===== src/rtl/cpu16_pkg.sv =====
// Shared definitions for the 16-bit CPU: opcodes, instruction field
// positions, default widths and a small opcode classifier.
package cpu16_pkg;

    localparam int DEF_DATA_W = 16;
    localparam int DEF_ADR_W  = 3;

    localparam logic [3:0] OP_R    = 4'd0;
    localparam logic [3:0] OP_ADDI = 4'd1;
    localparam logic [3:0] OP_LW   = 4'd2;
    localparam logic [3:0] OP_SW   = 4'd3;
    localparam logic [3:0] OP_BEQ  = 4'd4;
    localparam logic [3:0] OP_J    = 4'd5;

    localparam int OP_MSB  = 15;
    localparam int OP_LSB  = 12;
    localparam int RS_MSB  = 11;
    localparam int RS_LSB  = 9;
    localparam int RT_MSB  = 8;
    localparam int RT_LSB  = 6;
    localparam int RD_MSB  = 5;
    localparam int RD_LSB  = 3;
    localparam int FN_MSB  = 2;
    localparam int FN_LSB  = 0;
    localparam int IMM_MSB = 5;
    localparam int IMM_LSB = 0;
    localparam int JT_MSB  = 11;

    // Per-opcode control summary; anything unrecognised decodes as a NOP.
    typedef struct packed {
        logic use_rs;
        logic use_rt;
        logic wen;
        logic dst_rt;
        logic is_load;
        logic is_store;
    } dec_t;

    function automatic dec_t decode_op(input logic [3:0] op);
        dec_t d;
        d = '0;
        case (op)
            OP_R: begin
                d.use_rs = 1'b1;
                d.use_rt = 1'b1;
                d.wen    = 1'b1;
            end
            OP_ADDI: begin
                d.use_rs = 1'b1;
                d.wen    = 1'b1;
                d.dst_rt = 1'b1;
            end
            OP_LW: begin
                d.use_rs  = 1'b1;
                d.wen     = 1'b1;
                d.dst_rt  = 1'b1;
                d.is_load = 1'b1;
            end
            OP_SW: begin
                d.use_rs   = 1'b1;
                d.use_rt   = 1'b1;
                d.is_store = 1'b1;
            end
            OP_BEQ: begin
                d.use_rs = 1'b1;
                d.use_rt = 1'b1;
            end
            default: ;
        endcase
        return d;
    endfunction

endpackage


===== src/rtl/id_fwd_hazard.sv =====
// Operand forwarding muxes for both sources plus load-use detection.
// Purely combinational.
module id_fwd_hazard
    import cpu16_pkg::*;
#(
    parameter int DATA_W = DEF_DATA_W,
    parameter int ADR_W  = DEF_ADR_W
) (
    input  logic              if_valid,
    input  logic [ADR_W-1:0]  rs,
    input  logic [ADR_W-1:0]  rt,
    input  logic              use_rs,
    input  logic              use_rt,
    input  logic [DATA_W-1:0] rf_data1,
    input  logic [DATA_W-1:0] rf_data2,
    input  logic              exf_valid,
    input  logic [ADR_W-1:0]  exf_adr,
    input  logic [DATA_W-1:0] exf_data,
    input  logic              exf_is_load,
    input  logic              wb_wen,
    input  logic [ADR_W-1:0]  wb_adr,
    input  logic [DATA_W-1:0] wb_data,
    output logic [DATA_W-1:0] opnd_a,
    output logic [DATA_W-1:0] opnd_b,
    output logic              hazard
);

    logic ex_fwd_ok;
    assign ex_fwd_ok = exf_valid && !exf_is_load;

    // rs operand: EX result beats the WB write, which beats the register file
    // (the file only commits the WB write on the following edge).
    always_comb begin
        opnd_a = rf_data1;
        if (ex_fwd_ok && (exf_adr == rs))
            opnd_a = exf_data;
        else if (wb_wen && (wb_adr == rs))
            opnd_a = wb_data;
    end

    // rt operand, same priority as rs.
    always_comb begin
        opnd_b = rf_data2;
        if (ex_fwd_ok && (exf_adr == rt))
            opnd_b = exf_data;
        else if (wb_wen && (wb_adr == rt))
            opnd_b = wb_data;
    end

    // A load in EX cannot forward yet; only sources the instruction really reads count.
    assign hazard = if_valid && exf_valid && exf_is_load &&
                    ((use_rs && (exf_adr == rs)) || (use_rt && (exf_adr == rt)));

endmodule


===== src/rtl/id_operand_stage.sv =====
// Decode / operand-fetch stage: decodes the fetched word, drives the
// register-file read ports, resolves operands and loads the ID/EX register.
module id_operand_stage
    import cpu16_pkg::*;
#(
    parameter int DATA_W = DEF_DATA_W,
    parameter int ADR_W  = DEF_ADR_W
) (
    input  logic              clk,
    input  logic              rst,
    input  logic              if_valid,
    input  logic [15:0]       if_instr,
    input  logic [15:0]       if_pc,
    output logic              if_ready,
    output logic [ADR_W-1:0]  rf_read_adr1,
    output logic [ADR_W-1:0]  rf_read_adr2,
    input  logic [DATA_W-1:0] rf_readdata1,
    input  logic [DATA_W-1:0] rf_readdata2,
    input  logic              exf_valid,
    input  logic [ADR_W-1:0]  exf_adr,
    input  logic [DATA_W-1:0] exf_data,
    input  logic              exf_is_load,
    input  logic              wb_wen,
    input  logic [ADR_W-1:0]  wb_adr,
    input  logic [DATA_W-1:0] wb_data,
    input  logic              ex_stall,
    input  logic              flush,
    output logic              ex_valid,
    output logic [3:0]        ex_opcode,
    output logic [2:0]        ex_funct,
    output logic [DATA_W-1:0] ex_a,
    output logic [DATA_W-1:0] ex_b,
    output logic [DATA_W-1:0] ex_imm,
    output logic [ADR_W-1:0]  ex_rd,
    output logic              ex_wen,
    output logic              ex_is_load,
    output logic              ex_is_store,
    output logic [15:0]       ex_pc,
    output logic              hazard_stall
);

    logic [3:0]        op;
    logic [ADR_W-1:0]  rs;
    logic [ADR_W-1:0]  rt;
    logic [ADR_W-1:0]  rd;
    logic [2:0]        funct;
    dec_t              dec;
    logic [DATA_W-1:0] imm;
    logic [ADR_W-1:0]  dst;
    logic [DATA_W-1:0] opnd_a;
    logic [DATA_W-1:0] opnd_b;
    logic              hazard;

    assign op    = if_instr[OP_MSB:OP_LSB];
    assign rs    = if_instr[RS_MSB:RS_LSB];
    assign rt    = if_instr[RT_MSB:RT_LSB];
    assign rd    = if_instr[RD_MSB:RD_LSB];
    assign funct = if_instr[FN_MSB:FN_LSB];
    assign dec   = decode_op(op);

    assign rf_read_adr1 = rs;
    assign rf_read_adr2 = rt;

    // Jump targets are zero-extended 12-bit fields; everything else sign-extends imm6.
    always_comb begin
        imm = {{(DATA_W-6){if_instr[IMM_MSB]}}, if_instr[IMM_MSB:IMM_LSB]};
        if (op == OP_J)
            imm = {{(DATA_W-12){1'b0}}, if_instr[JT_MSB:0]};
    end

    // Non-writing instructions carry destination 0 so EX sees a clean field.
    always_comb begin
        dst = '0;
        if (dec.wen)
            dst = dec.dst_rt ? rt : rd;
    end

    id_fwd_hazard #(
        .DATA_W (DATA_W),
        .ADR_W  (ADR_W)
    ) u_fwd (
        .if_valid    (if_valid),
        .rs          (rs),
        .rt          (rt),
        .use_rs      (dec.use_rs),
        .use_rt      (dec.use_rt),
        .rf_data1    (rf_readdata1),
        .rf_data2    (rf_readdata2),
        .exf_valid   (exf_valid),
        .exf_adr     (exf_adr),
        .exf_data    (exf_data),
        .exf_is_load (exf_is_load),
        .wb_wen      (wb_wen),
        .wb_adr      (wb_adr),
        .wb_data     (wb_data),
        .opnd_a      (opnd_a),
        .opnd_b      (opnd_b),
        .hazard      (hazard)
    );

    assign if_ready     = !ex_stall && !hazard;
    assign hazard_stall = hazard && !rst;

    // ID/EX register: flush > stall (hold) > load-use bubble > capture > empty.
    // Bubbles also clear the side-effect flags so a stray valid bit cannot write.
    always_ff @(posedge clk or posedge rst) begin
        if (rst) begin
            ex_valid    <= 1'b0;
            ex_opcode   <= '0;
            ex_funct    <= '0;
            ex_a        <= '0;
            ex_b        <= '0;
            ex_imm      <= '0;
            ex_rd       <= '0;
            ex_wen      <= 1'b0;
            ex_is_load  <= 1'b0;
            ex_is_store <= 1'b0;
            ex_pc       <= '0;
        end else if (flush) begin
            ex_valid    <= 1'b0;
            ex_wen      <= 1'b0;
            ex_is_load  <= 1'b0;
            ex_is_store <= 1'b0;
        end else if (ex_stall) begin
            ex_valid    <= ex_valid;
        end else if (hazard || !if_valid) begin
            ex_valid    <= 1'b0;
            ex_wen      <= 1'b0;
            ex_is_load  <= 1'b0;
            ex_is_store <= 1'b0;
        end else begin
            ex_valid    <= 1'b1;
            ex_opcode   <= op;
            ex_funct    <= funct;
            ex_a        <= opnd_a;
            ex_b        <= opnd_b;
            ex_imm      <= imm;
            ex_rd       <= dst;
            ex_wen      <= dec.wen;
            ex_is_load  <= dec.is_load;
            ex_is_store <= dec.is_store;
            ex_pc       <= if_pc;
        end
    end

endmodule


===== config.mk =====
export PLATFORM = sky130hd
export DESIGN_NAME = id_operand_stage
export DESIGN_NICKNAME = d
export VERILOG_FILES = /design/src/rtl/cpu16_pkg.sv /design/src/rtl/id_fwd_hazard.sv /design/src/rtl/id_operand_stage.sv
export SDC_FILE = /design/constraint.sdc
export NUM_CORES = 1
export LEC_CHECK = 0
export CORE_ASPECT_RATIO = 0.9
export CORE_MARGIN = 2
export CORE_UTILIZATION = 40
export DETAILED_ROUTE_END_ITERATION = 8
export GPL_TIMING_DRIVEN = 0
export PLACE_DENSITY_LB_ADDON = 0.15
export SETUP_SLACK_MARGIN = 0.2
export SYNTH_ARGS = -nofsm -noshare
export SYNTH_HDL_FRONTEND = slang
export SYNTH_HIERARCHICAL = 1
export SYNTH_SLANG_ARGS = --single-unit

===== constraint.sdc =====
create_clock -name clk -period 2.8 [get_ports clk]
set_input_delay 0.28 -clock clk [delete_from_list [all_inputs] [get_ports clk]]
set_output_delay 0.28 -clock clk [all_outputs]
set_load 0.005 [all_outputs]

* After elaboration in Yosys (flattened, before gate mapping) *
Cells that the tools add are included.

storage, ports and cells
  flip-flop bits (word level) = 78
  input port bits = 110
  output and inout bits = 86

operators by class
  equal/unequal tests = 10
  mux-type cells = 25
  bitwise operators = 3
  reductions and logical operators = 25

operator list
  cell                  number
  $mux W16              5
  $mux W1               18
  $eq A3 B3 Y1          4
  $logic_and A1 B1 Y1   12
  $eq A4 B2 Y1 const B  2
  $eq A4 B3 Y1 const B  2
  $mux W3               2
  $reduce_or A3 Y1      2
  $logic_not A1 Y1      5
  $reduce_or A5 Y1      1
  $eq A4 B1 Y1 const B  1
  $logic_not A4 Y1      1
  $not A1 Y1            3
  $reduce_and A3 Y1     1
  $logic_or A1 B1 Y1    2
  $ne A2 B1 Y1 const B  1
  $reduce_or A2 Y1      1

* Longest topological paths before layout *
Gate-level depths: netlist of run 1.

  word-level depth = 10
  depth in mapped cells = 12
  gate-level depth less buffers = 8

* Hierarchy *
The synthesis of run 1 kept the hierarchy.

modules (own cells, without submodules)
  module            times used  cells an instance  area each (um^2)
  id_operand_stage  1           325                3,010.4
  id_fwd_hazard     1           125                837.1

* Worst setup path before layout of run 1 *
Ideal clock, no wire load.

  path kind = input port to flip-flop
  from = in if_instr[13]
  to = reg ex_a[0]
  library setup time = 65 ps
  arrival = 2,139 ps
  data required time = 2,735 ps
  path slack = 595 ps
  stages = 11
  path through = clkbuf_1 -> or2_2 -> a21oi_1 -> a21boi_0 -> nand4_1 -> a21oi_1 -> or4b_1 -> buf_2 -> clkbuf_1 -> nand2_1 -> nand2_1

RTL lines
  item                  line                     source
  from (decl)           id_operand_stage.sv:12   input logic [15:0] if_instr,
  to (signal assigned)  id_operand_stage.sv:135  ex_a <= opnd_a;
  to (decl)             id_operand_stage.sv:31   output logic [DATA_W-1:0] ex_a,

==> summary.txt, run 1 <==
Power and ir drop
  – Comb pwr share: 0.302
  – Peak supply drop: 335 uV
  – Clock network fraction of design power: 0.291
  – Switch share: 0.275
  – Cell area power density: 515 nW/um^2
  – Power dissipated by switching net loads: 875 uW
  – Internal Power: 2310 uW
  – Sequential Power Share: 0.407
  – Leak: 0.00301 uW

Setup path
  – Length in cells of the worst reg-to-reg path: 1
  – Crit. Startpoint: if_instr[15]
  – Critical setup path kind: input port to output port
  – Flop-to-flop setup slack: 2070 ps
  – Chain of cells forming the critical path: clkdlybuf4s50_1, a21oi_2, a21boi_1, nand4_1, a21oi_2, nor2b_1, clkdlybuf4s50_1
  – Buffering stage count on the worst path with inverters included: 2
  – Worst flop-to-flop path startpoint: ex_is_load
  – Critical Path Slowest Stage Cell: sky130_fd_sc_hd__clkdlybuf4s50_1
  – Reg-to-reg endpoint: ex_is_load
  – Arrival time reported for the critical path endpoint: 2190 ps
  – Slowest stage delay, CP: 510 ps
  – Required time worst endpoint: 2520 ps
  – Cell family with the largest share of critical-path delay: buffers and inverters
  – Critical path destination: hazard_stall
  – Worst setup EP type: output port
  – Crit path launch type: input port
  – Peak fanout along the critical path: 4
  – Stages on the worst setup path: 7

Finish
  – Number of nets in the finished design: 765
  – Final instance area: 6190 sq um
  – Antenna diode instance count: 0
  – Sequential cell area in the final layout: 1800 sq um
  – Area of combinational cells with multiple inputs: 1790 sq um
  – Number of inserted filler cells in the final layout: 795
  – Layout cells sized above 1: 0.0818
  – Area delta synth->final: 60.9%
  – Number of cells in the finished layout apart from fillers: 782

Timing
  – Unrepaired setup endpoints after global routing: false
  – Fin Clk Skew: 0 ps
  – Worst rel slew slack: 0.638
  – Highest clock frequency the design can meet: 406 MHz
  – Transition time at the pin with the least slew margin: 543 ps
  – Final Critical Period: 2470 ps
  – Final WS setup: 335 ps
  – Final period util: 0.880
  – Final max-slew violation count: 0
  – Worst-case hold slack: 179 ps
  – Total setup violations reported at the end of the flow: 0
  – Fin. Hold Viols: 0

Detailed routing
  – DRT iter0 DRCs: 100
  – Vias/cell: 4.95
  – DRC violation count after routing: 0
  – Final ANT Viol Nets: 0
  – Total number of vias: 3869
  – Routed length per placed instance: 16.2 um
  – First drt pass iteration count: 6
  – Final WL: 12600 um

Clock network
  – Number of clock sinks seen by CTS: 72
  – Number of H-tree branching levels: 3
  – Clk Latency, worst-skew pair: 350 ps
  – Clock root cell: sky130_fd_sc_hd__clkbuf_8
  – Clock-pin slew of the registers on the worst-case setup and hold paths: 80 ps
  – Buffers from clock root to sink, at most: 2
  – Post-CTS Hold Fix Bufs: 0
  – CTS tree: done
  – Total CTS buffers: 9

Place
  – Port buffer count: 192
  – Worst Setup Slack post-DPL: 44.6 ps
  – Gpl congestion: 0.846
  – HPWL after DPL: 9580 um
  – Total placed cells including tap cells: 765
  – Placement Cell Area: 5950 sq um

GRT
  – GRT Residual Overflow: 0
  – Via count of the first global-routing pass: 4056
  – Global-route wire length before repair: 19800 um
  – Maximum number of pins on one net before global-route repair: 71
  – Number of antenna violations at the first check in global routing: 0
  – Total global routing track utilization: 0.241

Yosys
  – Number of enable flip-flop cells after synthesis: 0
  – Flip-flop and latch count after synthesis: 72
  – Biggest area consumer among synthesized cells: sky130_fd_sc_hd__dfrtp_1
  – Top area cells in the synthesized netlist: sky130_fd_sc_hd__dfrtp_1 (47%), sky130_fd_sc_hd__nand2_1 (18%), sky130_fd_sc_hd__mux2i_1 (11%)
  – Synth warnings: 6
  – Syn_nets: 560
  – Post-synth cell types: 27
  – Cell area after synthesis: 3850 sq um
  – Seq/Total Area, Yosys: 0.468
  – Synthesized area per cell: 8.55 sq um
  – Cell count after synthesis: 450
  – Most used DFF post-synth: sky130_fd_sc_hd__dfrtp_1
  – Top-area cell type share of the netlist area: 0.468
  – Ys async rst share: 1.00

Die
  – Die Span X: 107 um
  – Die outline area: 10400 sq um
  – Core outline area: 9250 sq um
  – Boundary pin count: 196
  – Initial cell density of the core: 0.416
  – Die height: 97.0 um
  – Site Rows: 33

Flow run
  – Count of maximum capacitance violations: 0

Worst hold path
  – Classification of the worst-slack hold path: input port to asynchronous set/reset pin

Run status
  – Outcome: complete, no violations
## placed cells by master (no fill, tap or decap), drive strengths merged
master / count
clkdlybuf4s50: 191
nand2: 183
dfrtp: 72
mux2i: 41
a21oi: 34
nor2: 33
buf: 29
clkbuf: 22
xnor2: 12
o21ai: 7
nand4: 6
nor2b: 4
a22o: 4
o2bb2ai: 3
inv: 3
a32o: 2
clkinvlp: 2
bufinv: 2
or4b: 1
nor3: 1
nor4b: 1
nor4bb: 1
or2: 1
a21boi: 1
nand3b: 1
clkinv: 1
dlymetal6s2s: 1
nand3: 1
## metrics by stage
stage	power (uW)	util	setup TNS, ps
final	3190	0.669	0
after global routing	3350	0.669	0
after CTS	3220	0.668	0
after detailed placement	2280	0.644	0
after global placement	2250	0.640	-45500
after floorplan	1640	-	0
## synthesized netlist by cell type (all sizes together), types with 2 or more instances
cell type / number
clkbuf: 12
nand4: 6
a21oi: 34
xnor2: 12
dfrtp: 72
mux2i: 41
nand2: 183
inv: 2
buf: 27
o21ai: 7
nor2: 33
a32o: 2
nor2b: 4
a22o: 4
o2bb2ai: 3
## metal layers
| layer | part of all wire | vias up | GRT usage |
|---|---|---|---|
| met1 | 0.42 | 1830 | 0.294 |
| met4 | 0.016 | 0 | 0.0779 |
| met5 | 0 | - | 0 |
| met2 | 0.48 | 162 | 0.405 |
| li1 | - | 1860 | - |
| met3 | 0.081 | 17 | 0.0741 |
## worst min path at each step
| stage | start | endpoint | slack [ps] | cells after the start |
|---|---|---|---|---|
| finish | rst | ex_imm[8] | 180 | 2 |
| global route | rst | ex_imm[8] | 190 | 2 |
| CTS | rst | ex_imm[7] | 160 | 2 |
| detailed placement | ex_b[3] | ex_b[3] | 460 | 2 |
| global placement | ex_pc[0] | ex_pc[0] | 460 | 2 |
| floorplan | if_instr[0] | ex_funct[0] | 390 | 2 |
## registers in the layout, indices dropped and copies added, names as in the netlist
name	flops
ex_a	16
ex_b	16
ex_pc	16
ex_imm	11
ex_opcode	4
ex_rd	3
ex_funct	2
ex_is_load	1
ex_is_store	1
ex_valid	1
ex_wen	1
## power groups by stage
stage	sequential (uW)	combinational (uW)	clock (uW)
after floorplan	1330	310	0
after global placement	1310	946	0
after detailed placement	1320	964	0
after CTS	1300	972	949
after global routing	1320	1050	985
final	1300	963	927
## kinds of logic after synthesis
family,Yosys count,share of synthesized area
compound gates,51,0.0764
xor+xnor,12,0.0273
buf+inv,41,0.0683
flops,72,0.468
mux,41,0.107
simple gates,233,0.253
## cell type report
| cell class | instances | area share |
|---|---|---|
| buffer | 39 | 0.0414 |
| clock buffer | 10 | 0.0206 |
| clock inverter | 6 | 0.0150 |
| inverter | 2 | 0.00162 |
| multi-input combinational | 337 | 0.289 |
| sequential | 72 | 0.291 |
| tap | 122 | 0.0247 |
| timing repair buffer | 194 | 0.316 |
## repair_timing
action / in CTS / in global routing
buffers inserted: 0 / 1
resized for setup: 2 / 3
endpoints found under the setup margin: 1 / 1
pin swaps: 1 / 1
Power figures use the tool's default switching activity.
==> run 2: changes to the inputs <==
--- a/config.mk
+++ b/config.mk
@@ -6,10 +6,8 @@
 export NUM_CORES = 1
 export LEC_CHECK = 0
 export CORE_ASPECT_RATIO = 0.9
-export CORE_MARGIN = 2
 export CORE_UTILIZATION = 40
 export DETAILED_ROUTE_END_ITERATION = 8
-export GPL_TIMING_DRIVEN = 0
 export PLACE_DENSITY_LB_ADDON = 0.15
 export SETUP_SLACK_MARGIN = 0.2
 export SYNTH_ARGS = -nofsm -noshare
==> run 2 against run 1 <==
Compared with the run above:
- worst setup slack worse by 2.5 ps
- die area shrank 3.9%
- sequential power barely moved
- global-route usage decreased by 0.064 points
- routed wire length is 5.8% lower
- combinational power shrank 2%
- clock power decreased by 0.8%
==> summary.txt, run 2 (same netlist as run 1, synthesis figures left out) <==
Timing
  – Final Critical Period: 2470 ps
  – Final max-slew violation count: 0
  – Total setup violations reported at the end of the flow: 0
  – Final WS setup: 332 ps
  – Worst rel slew slack: 0.673
  – Highest clock frequency the design can meet: 405 MHz
  – Fin Clk Skew: 0 ps
  – Unrepaired setup endpoints after global routing: false
  – Accumulated negative setup slack: 0 ps
  – Transition time at the pin with the least slew margin: 490 ps
  – Fin. Hold Viols: 0
  – Final period util: 0.881

Die
  – Core outline area: 9210 sq um
  – Die outline area: 10000 sq um
  – Boundary pin count: 196
  – Die height: 95.0 um
  – Initial cell density of the core: 0.418
  – Die Span X: 105 um
  – Site Rows: 33

Detailed routing
  – DRC violation count after routing: 0
  – First drt pass iteration count: 4
  – Total number of vias: 3766
  – Vias/cell: 4.91
  – Final ANT Viol Nets: 0
  – Routed length per placed instance: 15.5 um
  – DRT iter0 DRCs: 110
  – Final WL: 11900 um

Clock network
  – CTS tree: done
  – Number of clock sinks seen by CTS: 72
  – Clock-pin slew of the registers on the worst-case setup and hold paths: 90 ps
  – Number of H-tree branching levels: 3
  – Total CTS buffers: 9
  – Clock root cell: sky130_fd_sc_hd__clkbuf_8
  – Buffers from clock root to sink, at most: 2
  – Clk Latency, worst-skew pair: 330 ps

Setup path
  – Critical Path Slowest Stage Cell: sky130_fd_sc_hd__clkdlybuf4s50_1
  – Buffering stage count on the worst path with inverters included: 3
  – Required time worst endpoint: 2520 ps
  – Cell family with the largest share of critical-path delay: buffers and inverters
  – Worst setup EP type: output port
  – Crit path launch type: input port
  – Peak fanout along the critical path: 2
  – Stages on the worst setup path: 9
  – Arrival time reported for the critical path endpoint: 2190 ps
  – Chain of cells forming the critical path: clkdlybuf4s50_1, or2_4, a21oi_2, a21boi_2, nand4_1, a21oi_2, buf_4, nor2_1, clkdlybuf4s50_1
  – Length in cells of the worst reg-to-reg path: 1
  – Critical setup path kind: input port to output port
  – Slowest stage delay, CP: 440 ps

GRT
  – Maximum number of pins on one net before global-route repair: 67
  – GR Util met3: 0.0793
  – Total global routing track utilization: 0.240
  – Via count of the first global-routing pass: 3662
  – GRT Residual Overflow: 0
  – Met1 routing resource usage after global routing: 0.294
  – Number of antenna violations at the first check in global routing: 0
  – Met2 capacity usage during global routing: 0.409
  – Global-route layer with the greatest usage: met2
  – Global-route wire length before repair: 18600 um

Finish
  – Number of inserted filler cells in the final layout: 767
  – Area delta synth->final: 60.5%
  – Most common cell after layout, fill and taps aside: sky130_fd_sc_hd__clkdlybuf4s50_1
  – Number of nets in the finished design: 750
  – Most used cells in the layout excluding fill and tap cells: sky130_fd_sc_hd__clkdlybuf4s50_1 (194), sky130_fd_sc_hd__nand2_1 (183), sky130_fd_sc_hd__dfrtp_1 (72), sky130_fd_sc_hd__mux2i_1 (41), sky130_fd_sc_hd__nor2_1 (33)
  – Fraction of the core area covered by cells at the end of the flow: 0.670
  – Registers with the most flip-flops: ex_a (16), ex_b (16), ex_pc (16)
  – Layout cells sized above 1: 0.0744
  – Antenna diode instance count: 0

Place
  – Port buffer count: 195
  – HPWL after DPL: 8620 um
  – Worst Setup Slack post-DPL: 90.2 ps
  – Gpl congestion: 0.955

Flow run
  – Count of maximum capacitance violations: 0

Power and ir drop
  – Leak: 0.00301 uW
  – Peak supply drop: 288 uV
  – Cell area power density: 512 nW/um^2

Run status
  – Outcome: complete, no violations

Worst hold path
  – Classification of the worst-slack hold path: input port to asynchronous set/reset pin
[run 2: cell count changes in the layout (fill, tap and decap cells not counted), sizes merged]
cell | before | now
clkbuf | 22 | 11
clkdlybuf4s50 | 191 | 194
buf | 29 | 22
[run 2: metal layers]
layer	vias up	wire (um)
met2	142	5740
met4	0	140
met3	14	963
met1	1770	5060
met5	-	0
li1	1840	-
[run 2: stage by stage]
stage | cells | instance area [sq um] | hold slack (ps) | power, uW
2_1_floorplan | 450 | 3850 | 385 | 1640
3_3_place_gp | 745 | 5870 | 457 | 2240
3_5_place_dp | 745 | 5870 | 462 | 2260
4_1_cts | 763 | 6110 | 194 | 3190
5_1_grt | 767 | 6170 | 224 | 3340
6_report | 767 | 6170 | 214 | 3160
[run 2: layout make-up]
type                            instances  area (sq um)  share of cell area
Clock buffer                           10           128              0.0207
Clock inverter                          6          92.6              0.0150
Inverter                                2          7.51             0.00122
Multi-Input combinational cell        337          1810               0.293
Sequential cell                        72          1800               0.292
Tap cell                              122           153              0.0247
Timing Repair Buffer                  218          2180               0.353
[run 2: worst paths after layout]
kind / start / end / slack, ps
worst max-delay path: if_instr[12] / if_ready / 330
worst min-delay path: rst / ex_imm[3] / 210
worst max register to register: ex_is_store / ex_is_store / 2080
worst min register to register: ex_pc[8] / ex_pc[8] / 480
max in group asynchronous: rst / ex_rd[0] / 1990
min in group clk: if_pc[1] / ex_pc[1] / 450
[run 2: repair_timing]
| action | in CTS | in global routing |
|---|---|---|
| resized for setup | 3 | 4 |
| cloned | 0 | 1 |
| setup endpoints to repair | 1 | 6 |
| hold buffers | 0 | 0 |
| buffers inserted | 2 | 3 |
| pin swaps | 1 | 4 |
[run 2: report_power, final]
group / leakage, uW / internal (uW) / total, uW / switching, uW
Clock: 0.000103 / 507 / 920 / 413
Sequential: 0.000907 / 1200 / 1300 / 91.0
Combinational: 0.00200 / 588 / 944 / 355
